[config.mk]
export PLATFORM = sky130hd
export DESIGN_NAME = energy_detector
export DESIGN_NICKNAME = d
export VERILOG_FILES = /design/src/rtl/energy_detector_pkg.sv /design/src/rtl/energy_detector_pulse_sync.sv /design/src/rtl/energy_detector.sv
export SDC_FILE = /design/constraint.sdc
export NUM_CORES = 1
export LEC_CHECK = 0
export BUFFER_PORTS_ARGS = -buffer_cell sky130_fd_sc_hd__buf_2
export CAP_MARGIN = 25
export CORE_ASPECT_RATIO = 1.75
export CORE_UTILIZATION = 41
export CTS_CLUSTER_DIAMETER = 100
export CTS_CLUSTER_SIZE = 12
export DETAILED_ROUTE_END_ITERATION = 12
export GPL_TIMING_DRIVEN = 0
export PLACE_DENSITY = 0.56
export SYNTH_ARGS = -nofsm -noshare
export SYNTH_HDL_FRONTEND = slang
export SYNTH_HIERARCHICAL = 1
export SYNTH_SLANG_ARGS = --single-unit
[constraint.sdc]
create_clock -name clk -period 14 [get_ports clk]
set_input_delay 2.8 -clock clk [delete_from_list [all_inputs] [get_ports clk]]
set_output_delay 2.8 -clock clk [all_outputs]
set_load 0.02 [all_outputs]
[src/rtl/energy_detector_pkg.sv]
// Shared types and constants for the energy detector slice.
package energy_detector_pkg;

  localparam int DEF_WIDTH    = 30;
  localparam int DEF_AVG_LOG2 = 3;
  localparam int DEF_HOLD_WIN = 4;
  localparam int COUNT_W      = 16;

  typedef enum logic [1:0] {
    FILL      = 2'd0,
    TRACK_OFF = 2'd1,
    TRACK_ON  = 2'd2
  } det_state_t;

  // Increment that sticks at all-ones instead of wrapping.
  function automatic logic [COUNT_W-1:0] sat_inc(input logic [COUNT_W-1:0] v);
    return (v == '1) ? v : v + COUNT_W'(1);
  endfunction

endpackage

[src/rtl/energy_detector_pulse_sync.sv]
// Two-flop synchroniser for an asynchronous level followed by a rising-edge
// pulse generator. RESET_VAL = 1 makes a level that is already high when reset
// releases count as "old", so only a genuine new rise produces a pulse.
module pulse_sync #(
  parameter logic RESET_VAL = 1'b0
) (
  input  logic clk,
  input  logic reset,
  input  logic level,
  output logic pulse
);
  import energy_detector_pkg::*;

  logic sync1;
  logic sync2;
  logic prev;

  // Metastability chain plus one stage of history for edge detection.
  always_ff @(posedge clk or posedge reset) begin
    if (reset) begin
      sync1 <= RESET_VAL;
      sync2 <= RESET_VAL;
      prev  <= RESET_VAL;
    end else begin
      sync1 <= level;
      sync2 <= sync1;
      prev  <= sync2;
    end
  end

  assign pulse = sync2 & ~prev;

endmodule

[src/rtl/energy_detector.sv]
// Captures completed window energies, keeps a moving average over the last
// DEPTH windows and makes a hysteretic signal-present decision with a minimum
// hold time after each assertion.
module energy_detector
  import energy_detector_pkg::*;
#(
  parameter int WIDTH    = DEF_WIDTH,
  parameter int AVG_LOG2 = DEF_AVG_LOG2,
  parameter int HOLD_WIN = DEF_HOLD_WIN
) (
  input  logic               clk,
  input  logic               reset,
  input  logic [WIDTH-1:0]   energy_in,
  input  logic               energy_complete,
  input  logic [WIDTH-2:0]   thresh_on,
  input  logic [WIDTH-2:0]   thresh_off,
  input  logic               flush,
  output logic [WIDTH-2:0]   avg_out,
  output logic               avg_valid,
  output logic               detect,
  output logic               detect_rise,
  output logic               detect_fall,
  output logic [COUNT_W-1:0] window_count,
  output logic               neg_seen
);

  localparam int DEPTH  = 1 << AVG_LOG2;
  localparam int SUM_W  = WIDTH - 1 + AVG_LOG2;
  localparam int HOLD_W = $clog2(HOLD_WIN + 1);

  logic                evt;
  logic [WIDTH-2:0]    val;
  logic [WIDTH-2:0]    buffer [DEPTH];
  logic [AVG_LOG2-1:0] wr;
  logic [SUM_W-1:0]    sum;
  logic                pending;
  logic [WIDTH-2:0]    avg_next;
  logic                go_on;
  logic [HOLD_W-1:0]   hold;
  det_state_t          state;

  pulse_sync #(
    .RESET_VAL(1'b1)
  ) u_complete_sync (
    .clk  (clk),
    .reset(reset),
    .level(energy_complete),
    .pulse(evt)
  );

  assign val      = energy_in[WIDTH-1] ? '0 : energy_in[WIDTH-2:0];
  assign avg_next = sum[SUM_W-1:AVG_LOG2];
  assign go_on    = (avg_next >= thresh_on);

  // Stage 1: write the new window into the ring and update the running sum.
  always_ff @(posedge clk or posedge reset) begin
    if (reset) begin
      for (int i = 0; i < DEPTH; i++) buffer[i] <= '0;
      wr           <= '0;
      sum          <= '0;
      pending      <= 1'b0;
      window_count <= '0;
      neg_seen     <= 1'b0;
    end else begin
      pending <= 1'b0;
      if (evt && energy_in[WIDTH-1]) neg_seen <= 1'b1;
      if (flush) begin
        for (int i = 0; i < DEPTH; i++) buffer[i] <= '0;
        wr           <= '0;
        sum          <= '0;
        window_count <= '0;
      end else if (evt) begin
        buffer[wr]   <= val;
        sum          <= sum + SUM_W'(val) - SUM_W'(buffer[wr]);
        wr           <= wr + AVG_LOG2'(1);
        window_count <= sat_inc(window_count);
        pending      <= 1'b1;
      end
    end
  end

  // Stage 2: publish the average and run the hysteresis/hold decision.
  always_ff @(posedge clk or posedge reset) begin
    if (reset) begin
      state       <= FILL;
      avg_out     <= '0;
      avg_valid   <= 1'b0;
      detect      <= 1'b0;
      detect_rise <= 1'b0;
      detect_fall <= 1'b0;
      hold        <= '0;
    end else begin
      avg_valid   <= 1'b0;
      detect_rise <= 1'b0;
      detect_fall <= 1'b0;
      if (flush) begin
        state  <= FILL;
        detect <= 1'b0;
        hold   <= '0;
      end else if (pending) begin
        case (state)
          FILL: begin
            if (window_count >= COUNT_W'(DEPTH)) begin
              avg_out   <= avg_next;
              avg_valid <= 1'b1;
              if (go_on) begin
                detect      <= 1'b1;
                detect_rise <= 1'b1;
                hold        <= HOLD_W'(HOLD_WIN);
                state       <= TRACK_ON;
              end else begin
                state <= TRACK_OFF;
              end
            end
          end
          TRACK_OFF: begin
            avg_out   <= avg_next;
            avg_valid <= 1'b1;
            if (go_on) begin
              detect      <= 1'b1;
              detect_rise <= 1'b1;
              hold        <= HOLD_W'(HOLD_WIN);
              state       <= TRACK_ON;
            end
          end
          TRACK_ON: begin
            avg_out   <= avg_next;
            avg_valid <= 1'b1;
            if (hold != '0) begin
              hold <= hold - HOLD_W'(1);
            end else if (avg_next < thresh_off) begin
              detect      <= 1'b0;
              detect_fall <= 1'b1;
              state       <= TRACK_OFF;
            end
          end
          default: state <= FILL;
        endcase
      end
    end
  end

endmodule

**After elaboration in Yosys (flattened, before gate mapping)**

Index checks and enable logic that the tools add are counted.
Widths: inputs -> output; s select.

- Register bits: 326
- Bits of input ports: 92
- Output and inout port bits: 50
- Word-level logic and storage cells: 116

- Add/sub/neg operators: 5
- Order comparisons: 5
- Equal/unequal tests: 10
- Muxes and demuxes: 55
- Bitwise logic cells: 4
- Reduce and logical (&&, ||, !) cells: 14

Operator list:

| cell | count |
|---|---|
| $mux 232 | 2 |
| $bwmux 232 | 1 |
| $mux 29 | 5 |
| $bmux 29 s3 | 1 |
| $demux 29 s3 | 1 |
| $mux 32 | 2 |
| $pmux 29 s2 | 1 |
| $mux 16 | 3 |
| $add 32x29->32 | 1 |
| $sub 32x29->32 | 1 |
| $ge 29x29->1 | 1 |
| $lt 29x29->1 | 1 |
| $mux 3 | 7 |
| $mux 1 | 20 |
| $add 16x1->16 const B | 1 |
| $eq 16x16->1 const B | 1 |
| $ge 16x4->1 const B | 1 |
| $ne 3x3->1 const B | 5 |
| $mux 2 | 7 |
| $reduce_and 5->1 | 2 |
| $pmux 3 s3 | 1 |
| $reduce_and 4->1 | 2 |
| $pmux 2 s3 | 1 |
| $reduce_bool 2->1 | 3 |
| 18 further kinds | 22 |

**Depth between registers and ports, before layout**

Gate-level depths: netlist of run 1.

- Word-level depth: 8
- Depth in mapped cells: 22

**Cells and area by module**

The synthesis of run 1 kept the hierarchy.

By module, submodules not included:

| module | times used | cells an instance | area an instance (sq um) | seq. area each (sq um) |
|---|---|---|---|---|
| energy_detector | 1 | 2068 | 18168.7 | 8082.8 |
| pulse_sync | 1 | 5 | 96.3 | 78.8 |

**Worst setup path after synthesis of run 1**

Ideal clock, no wire load.

- Path kind: in2reg
- Start point: input port energy_in[29]
- End point: register sum[25]
- Library setup time: 0.127 ns
- Data arrival time: 6.218 ns
- Required time: 13.873 ns
- Path slack: 7.655 ns
- Stages: 15
- Buffers on the path: 2
- Path through: clkbuf_1 nor2b_1 clkbuf_1 fa_1 ha_1 a21o_1 a21oi_2 o21ai_1 a311o_2 a41o_1 a211o_1 a221o_1 a21oi_2 xor2_1 o21ai_1

- Word-level cells in the longest chain between the ends: 5

RTL lines:

| element | line | RTL |
|---|---|---|
| start: declaration | energy_detector.sv:13 | `input logic [WIDTH-1:0] energy_in,` |
| $mux 29 | energy_detector.sv:51 | `assign val = energy_in[WIDTH-1] ? '0 : energy_in[WIDTH-2:0];` |
| $add 32x29->32 | energy_detector.sv:74 | `sum <= sum + SUM_W'(val) - SUM_W'(buffer[wr]);` |
| $sub 32x29->32 | energy_detector.sv:74 |  |
| $mux 32 | energy_detector.sv:72 | `end else if (evt) begin` |
| $mux 32 | energy_detector.sv:67 | `if (flush) begin` |
| end signal: assignment | energy_detector.sv:74 |  |
| end: declaration | energy_detector.sv:35 | `logic [SUM_W-1:0] sum;` |

No other way between the ends. The select of a mux whose other input is x is not followed.
A chain may end at the register's enable or synchronous reset.

**Final worst setup path of run 1**

- Start point: register wr[1]
- End point: register sum[31]

- Word-level cells in the longest chain between the ends: 7

RTL lines:

| element | line | RTL |
|---|---|---|
| start: declaration | energy_detector.sv:34 | `logic [AVG_LOG2-1:0] wr;` |
| start signal: assignment | energy_detector.sv:75 | `wr <= wr + AVG_LOG2'(1);` |
| $not 3->4 (not written as such) | energy_detector.sv:74 |  |
| $bmux 29 s3 | energy_detector.sv:74 |  |
| $mux 29 (not written as such) (2 in series) | energy_detector.sv:74 |  |
| $sub 32x29->32 | energy_detector.sv:74 |  |
| $mux 32 | energy_detector.sv:72 |  |
| $mux 32 | energy_detector.sv:67 |  |

No other way between the ends. The select of a mux whose other input is x is not followed.

==> insert_results.sql, run 1 <==
INSERT INTO impl_metrics (metric_group, metric, value, unit) VALUES
('floorplanning', 'initial_utilization', '41.4', '%'),
('global_routing', 'grt_most_used_layer', 'met2', ''),
('sta', 'layout_worst_path_cycle_share', '48.9', '%'),
('yosys', 'post_synth_num_cell_types', '59', ''),
('detailed_routing', 'route.detailed.vias_per_inst', '5.63', ''),
('final_layout', 'mostFrequentLayoutCell', 'nand2_1', ''),
('clock_network', 'cts-buffers-inserted', '31', ''),
('floorplanning', 'die_area', '0.0454', 'mm²'),
('setup_path', 'worst_ep_arrival_time', '7.28', 'ns'),
('placed_design', 'placedInstanceArea', '0.0198', 'mm²'),
('global_routing', 'grt_use_total', '29.0', '%'),
('global_routing', 'grt.met3_usage', '3.57', '%'),
('yosys', 'synthArstFlopShare', '100', '%'),
('sta', 'grt_setup_unrepaired', 'no', ''),
('detailed_routing', 'initialDrtViolationCount', '1226', ''),
('sta', 'relative_slew_slack', '23.7', '%'),
('setup_path', 'max_stage_delay_on_crit_path', '0.78', 'ns'),
('sta', 'drv_slew', '0', ''),
('detailed_routing', 'post-route-drc-count', '1', ''),
('setup_path', 'crit_type', 'reg2reg', ''),
('clock_network', 'h-tree-depth', '1', ''),
('final_layout', 'final_cell_mix', '513 x nand2_1, 323 x dfrtp_1, 286 x a21oi_1', ''),
('sta', 'fmaxAchievable', '146', 'MHz'),
('sta', 'skew_final', '0.0396', 'ns'),
('global_routing', 'gr-total-overflow', '0', ''),
('final_layout', 'ff_latch_area', '0.00816', 'mm²'),
('power_and_ir_drop', 'ir_worst_vdd', '0.0000885', 'V'),
('placed_design', 'gp_congestion', '0.906', ''),
('global_routing', 'largest_net_degree_at_the_start_of_global_routing', '123', ''),
('outcome', 'outcome', 'finished with violations', ''),
('detailed_routing', 'first_pass_iters', '9', ''),
('power_and_ir_drop', 'total_leakage_power', '0.00929', 'µW'),
('sta', 'final-hold-violation-count', '0', ''),
('floorplanning', 'design.portCount', '142', ''),
('detailed_routing', 'vias', '16000', ''),
('setup_path', 'critical_path.cell_chain', 'clkbuf_1, nor3b_1, clkbuf_1, clkbuf_1, a221oi_1, and3_1, fa_1, ha_1, a21o_1, a21oi_2, o21ai_1, a311o_2, a2111oi_2, nor3_1, o31a_1, o21ai_1, xor2_1, nor2_1', ''),
('yosys', 'synth_top_cells_by_area', 'dfrtp_1 44%, nand2_1 11%, a21oi_1 7.8%, ha_1 6.7%, fa_1 3.2%', ''),
('clock_network', 'maximum_clock_path_buffer_count', '3', ''),
('setup_path', 'element_type_at_the_critical_path_end', 'flop', ''),
('floorplanning', 'floorplan.core_area', '0.0442', 'mm²'),
('clock_network', 'clock_insertion_delay_worst_skew', '0.62', 'ns'),
('clock_network', 'post_cts_repair_timing_setup_buffer_count', '0', ''),
('clock_network', 'clock_sink_count', '326', ''),
('yosys', 'synth_sequential_area_ratio', '44.7', '%'),
('final_layout', 'fillers', '4357', ''),
('placed_design', 'place.detailed.hpwl', '48.2', 'mm'),
('yosys', 'netlist_instances', '2073', ''),
('detailed_routing', 'postRouteWirelength', '65.0', 'mm'),
('clock_network', 'tritoncts', 'yes', ''),
('clock_network', 'post_cts_hold_buffer_count', '0', ''),
('global_routing', 'global_route.usage.met2', '54.3', '%'),
('floorplanning', 'die_h', '281', 'µm'),
('detailed_routing', 'drt-wirelength-per-cell', '22.9', 'µm'),
('min_path', 'min_path_type', 'reg2reg', ''),
('outcome', 'violations', 'DRC', ''),
('setup_path', 'worstSetupStartpoint', 'wr[1]', ''),
('yosys', 'biggest_area_consumer_among_synthesized_cells', 'dfrtp_1', ''),
('final_layout', 'multi_input_area', '0.00915', 'mm²'),
('final_layout', 'final_nets', '2469', ''),
('clock_network', 'clock_root_buffer_master', 'clkbuf_16', ''),
('placed_design', 'place.port_buffers', '140', ''),
('detailed_routing', 'drt.antenna.violating_nets', '0', ''),
('setup_path', 'worst_ep_required_time', '14.44', 'ns'),
('yosys', 'ys_seq_elements', '326', ''),
('setup_path', 'startpoint_type', 'flop', ''),
('yosys', 'synth.cell_area', '0.0183', 'mm²'),
('sta', 'worst-slew-pin-transition', '1.14', 'ns'),
('power_and_ir_drop', 'power', '3000', 'µW'),
('sta', 'min_period', '6.84', 'ns'),
('clock_network', 'clk_transition_reported_paths', '0.07', 'ns'),
('power_and_ir_drop', 'power_density', '145', 'mW/mm²');
[per-layer routing]
| layer | up-vias | share of wire [%] |
|---|---|---|
| met5 | - | 0 |
| met3 | 184 | 5.2 |
| met1 | 7828 | 35 |
| met4 | 0 | 6.3 |
| li1 | 7377 | - |
| met2 | 580 | 53 |
[logic make-up (layout without fill, tap and decap cells)]
group / Yosys count / after routing / share of synthesized area (%)
xor+xnor: 42 / 42 / 2.01
fa+ha+maj: 127 / 127 / 9.89
buf+inv: 255 / 446 / 5.24
compound gates: 523 / 523 / 17.7
other cells: 0 / 1 / 0
flops: 326 / 326 / 44.7
simple gates: 752 / 752 / 17.6
mux: 48 / 48 / 2.83
[sequential cells by signal, indices dropped and copies added, names as in the netlist, 2 cells and up]
signal,flops
avg_out,29
state,2
buffer,232
wr,3
sum,32
hold,3
window_count,16
[area by class of cell]
| cell class | instances | share of cell area, % |
|---|---|---|
| sequential | 326 | 39.5 |
| antenna | 1 | 0.0121 |
| multi-input combinational | 1492 | 44.3 |
| clock inverter | 2 | 0.151 |
| tap | 572 | 3.47 |
| clock buffer | 45 | 4.01 |
| inverter | 104 | 1.93 |
| buffer | 151 | 2.74 |
| timing repair buffer | 144 | 3.87 |
[path summary, 6_finish.rpt]
check,end,slack (ns),cells after the start
worst max-delay path,sum[31],7.16,18
max in group asynchronous,buffer[230],10.34,4
worst min register to register,u_complete_sync/sync2,0.36,0
worst min-delay path,u_complete_sync/sync2,0.36,0
min in group asynchronous,avg_out[4],2.21,2
worst max register to register,sum[31],7.16,18
[power by group]
group	internal [µW]	total, µW	switching [µW]
Clock	407	785	379
Sequential	1020	1110	88.5
Combinational	454	1110	652
Total	1880	3000	1120
[Yosys cell counts (23+ instances only)]
cell type,instances
dfrtp_1,323
nor2_1,79
clkbuf_1,141
nor2b_1,41
inv_1,104
ha_1,98
and3_1,36
a221oi_1,24
fa_1,29
a22oi_1,70
mux2_2,29
a21o_1,35
nand2_1,513
a22o_1,23
a21oi_1,286
o21ai_0,27
[worst max-delay path, delay by kind of cell (launching register included)]
family                     cells  cell delay [ns]
xor gates and xnor gates       1             0.16
adders and majority gates      2             0.81
DFF                            1             0.35
AOI/OAI and AO/OA              8             2.31
buffers and inverters          3             1.87
and+or+nand+nor                4             1.19
[per-stage QoR]
step | util [%] | std cells | TNS, ns | setup WS [ns] | hold WS, ns
global route | 46.8 | 2837 | 0 | 6.92 | 0.366
detailed placement | 44.8 | 2789 | 0 | 6.63 | 0.347
floorplan | - | 2073 | 0 | 2.26 | 0.345
finish | 46.8 | 2837 | 0 | 7.16 | 0.357
global placement | 44.6 | 2785 | -573.33 | -1.85 | 0.350
CTS | 46.8 | 2836 | 0 | 7.20 | 0.360
Power figures use the tool's default switching activity.
==> run 2: changes to the inputs <==
--- a/config.mk
+++ b/config.mk
@@ -13,7 +13,7 @@
 export CTS_CLUSTER_SIZE = 12
 export DETAILED_ROUTE_END_ITERATION = 12
 export GPL_TIMING_DRIVEN = 0
-export PLACE_DENSITY = 0.56
+export PLACE_DENSITY = 0.58
 export SYNTH_ARGS = -nofsm -noshare
 export SYNTH_HDL_FRONTEND = slang
 export SYNTH_HIERARCHICAL = 1
==> constraint.sdc (replaced) <==
create_clock -name clk -period 5.5 [get_ports clk]
set_input_delay 1.1 -clock clk [delete_from_list [all_inputs] [get_ports clk]]
set_output_delay 1.1 -clock clk [all_outputs]
set_load 0.02 [all_outputs]
==> run 2 against run 1 <==
  * The run now ends clean
  * Register-to-register slack worse by 7.1 ns
  * Clock power rose to 2.6 times the previous value
  * Combinational power grew to 2.6 times the previous value
==> insert_results.sql, run 2 (synthesis results as in run 1) <==
INSERT INTO impl_metrics (metric_group, metric, value, unit) VALUES
('sta', 'final-hold-violation-count', '0', ''),
('detailed_routing', 'postRouteWirelength', '64.5', 'mm'),
('floorplanning', 'floorplan.core_area', '0.0442', 'mm²'),
('final_layout', 'multi_input_area', '0.00920', 'mm²'),
('floorplanning', 'design.portCount', '142', ''),
('power_and_ir_drop', 'internal-power', '4810', 'µW'),
('global_routing', 'global_route.usage.met2', '53.5', '%'),
('clock_network', 'clock_root_buffer_master', 'clkbuf_16', ''),
('final_layout', 'biggestRegsByFlops', 'buffer (232), sum (32), avg_out (29)', ''),
('floorplanning', 'die_h', '281', 'µm'),
('sta', 'layout_worst_path_cycle_share', '98.0', '%'),
('min_path', 'min_path_type', 'reg2reg', ''),
('clock_network', 'maximum_clock_path_buffer_count', '3', ''),
('detailed_routing', 'initialDrtViolationCount', '1289', ''),
('floorplanning', 'initial_utilization', '41.4', '%'),
('global_routing', 'vias_in_the_first_global_route', '16200', ''),
('setup_path', 'element_type_at_the_critical_path_end', 'flop', ''),
('clock_network', 'clk_transition_reported_paths', '0.07', 'ns'),
('detailed_routing', 'post-route-drc-count', '0', ''),
('setup_path', 'worst_ep_arrival_time', '5.85', 'ns'),
('sta', 'worst-slew-pin-transition', '1.05', 'ns'),
('global_routing', 'grt.met1_usage', '30.7', '%'),
('floorplanning', 'row_count', '102', ''),
('clock_network', 'cts-buffers-inserted', '31', ''),
('power_and_ir_drop', 'power', '7670', 'µW'),
('power_and_ir_drop', 'clockPowerShare', '26.1', '%'),
('global_routing', 'grt_use_total', '28.7', '%'),
('detailed_routing', 'drt.antenna.violating_nets', '0', ''),
('sta', 'drv_slew', '0', ''),
('detailed_routing', 'route.detailed.vias_per_inst', '5.61', ''),
('sta', 'fin_setup_tns', '0', 'ns'),
('sta', 'skew_final', '0.0258', 'ns'),
('detailed_routing', 'vias', '15900', ''),
('final_layout', 'final_nets', '2473', ''),
('sta', 'minimum_hold_slack', '0.359', 'ns'),
('global_routing', 'grt_most_used_layer', 'met2', ''),
('power_and_ir_drop', 'total_leakage_power', '0.00942', 'µW'),
('placed_design', 'placedInstanceArea', '0.0199', 'mm²'),
('setup_path', 'worst_ep_required_time', '5.96', 'ns'),
('final_layout', 'largest_register', 'buffer', ''),
('clock_network', 'tritoncts', 'yes', ''),
('final_layout', 'drive_above_1_share', '11.6', '%'),
('global_routing', 'largest_net_degree_at_the_start_of_global_routing', '43', ''),
('placed_design', 'place.detailed.hpwl', '48.6', 'mm'),
('sta', 'fmaxAchievable', '185', 'MHz'),
('sta', 'setup-violations-final', '0', ''),
('floorplanning', 'die_area', '0.0454', 'mm²'),
('clock_network', 'post_cts_repair_timing_setup_buffer_count', '0', ''),
('clock_network', 'clock_sink_count', '326', ''),
('final_layout', 'flip_flop_count_of_the_largest_register_after_layout', '232', ''),
('power_and_ir_drop', 'power_density', '368', 'mW/mm²'),
('clock_network', 'clock_insertion_delay_worst_skew', '0.61', 'ns'),
('setup_path', 'startpoint_type', 'flop', ''),
('floorplanning', 'die_x', '162', 'µm'),
('final_layout', 'fin_util', '47.2', '%'),
('detailed_routing', 'drt-wirelength-per-cell', '22.7', 'µm'),
('flow_run', 'maxCapViolCount', '0', ''),
('final_layout', 'flow.area_growth_from_synthesis', '14.2', '%'),
('final_layout', 'final_cell_mix', '513 x nand2_1, 320 x dfrtp_1, 285 x a21oi_1', ''),
('outcome', 'outcome', 'complete, no violations', ''),
('detailed_routing', 'first_pass_iters', '5', ''),
('global_routing', 'gr-total-overflow', '0', ''),
('power_and_ir_drop', 'p_switching', '2860', 'µW'),
('sta', 'min_period', '5.39', 'ns'),
('clock_network', 'h-tree-depth', '1', ''),
('setup_path', 'crit_type', 'reg2reg', ''),
('setup_path', 'crit_fanout', '10', ''),
('final_layout', 'final_cell_area', '0.0209', 'mm²'),
('placed_design', 'gp_congestion', '0.918', ''),
('global_routing', 'grt_first_pass_wirelength', '97.1', 'mm'),
('placed_design', 'place.port_buffers', '140', ''),
('global_routing', 'grt.met3_usage', '3.00', '%'),
('global_routing', 'grt_antenna_before_repair', '0', ''),
('final_layout', 'fillers', '4304', ''),
('sta', 'grt_setup_unrepaired', 'no', ''),
('power_and_ir_drop', 'pwr-share-seq', '36.8', '%'),
('power_and_ir_drop', 'ir_worst_vdd', '0.000223', 'V'),
('final_layout', 'ff_latch_area', '0.00817', 'mm²'),
('power_and_ir_drop', 'combPwrFrac', '37.1', '%'),
('sta', 'relative_slew_slack', '29.5', '%'),
('power_and_ir_drop', 'switching_share', '37.3', '%'),
('final_layout', 'mostFrequentLayoutCell', 'nand2_1', '');
-- run 2: power by group through the flow --
stage	combinational, µW	clock (µW)	sequential, µW
3_3_place_gp	2730	0	2860
5_1_grt	3150	2110	2860
6_report	2850	2010	2820
4_1_cts	2850	2030	2820
2_1_floorplan	1930	0	2900
3_5_place_dp	2810	0	2870
-- run 2: repair_timing --
action,4_1_cts,5_1_grt
pin swaps,0,2
hold buffers,0,0
endpoints found under the setup margin,19,5
resized for setup,42,19
-- run 2: layout make-up --
class | instances | area share (%)
Multi-Input combinational cell | 1492 | 44.1
Sequential cell | 326 | 39.1
Timing Repair Buffer | 151 | 4.39
Clock buffer | 45 | 3.97
Tap cell | 572 | 3.43
Buffer | 148 | 2.90
Inverter | 104 | 1.89
Clock inverter | 2 | 0.150
Antenna cell | 2 | 0.0240
-- run 2: worst max-delay path, stage by stage, from the launching register on --
cell      delay (ns)
dfrtp_2         0.50
and3_1          0.25
clkbuf_1        0.35
a22o_1          0.34
a221oi_1        0.40
and3_1          0.32
fa_1            0.45
ha_1            0.40
nand2_1         0.13
nor2_1          0.08
o21a_1          0.17
a311o_2         0.47
a41o_1          0.32
a211o_1         0.33
a221o_1         0.36
a21oi_2         0.15
xor2_1          0.16
o21ai_1         0.07
-- run 2: worst paths after layout --
check                                      startpoint  cells after the start               endpoint  slack [ns]
worst min register to register  u_complete_sync/sync1                      0  u_complete_sync/sync2        0.36
max in group asynchronous                       reset                      8             buffer[56]        3.48
min in group asynchronous                       reset                      2             avg_out[5]        0.40
worst max-delay path                            wr[2]                     17                sum[25]        0.11
worst min-delay path            u_complete_sync/sync1                      0  u_complete_sync/sync2        0.36
worst max register to register                  wr[2]                     17                sum[25]        0.11
-- run 2: through the flow --
stage	setup WS, ns	cells
after floorplan	0.0912	2073
after global placement	-2.03	2785
after detailed placement	-1.09	2795
after CTS	0.00336	2839
after global routing	0.0139	2840
final	0.108	2842
-- run 2: metal layers --
layer  up-vias  routed length (µm)
met3       183                3500
met1      7774               22700
met4         0                4250
met2       583               34100
met5         -                   0
li1       7399                   -
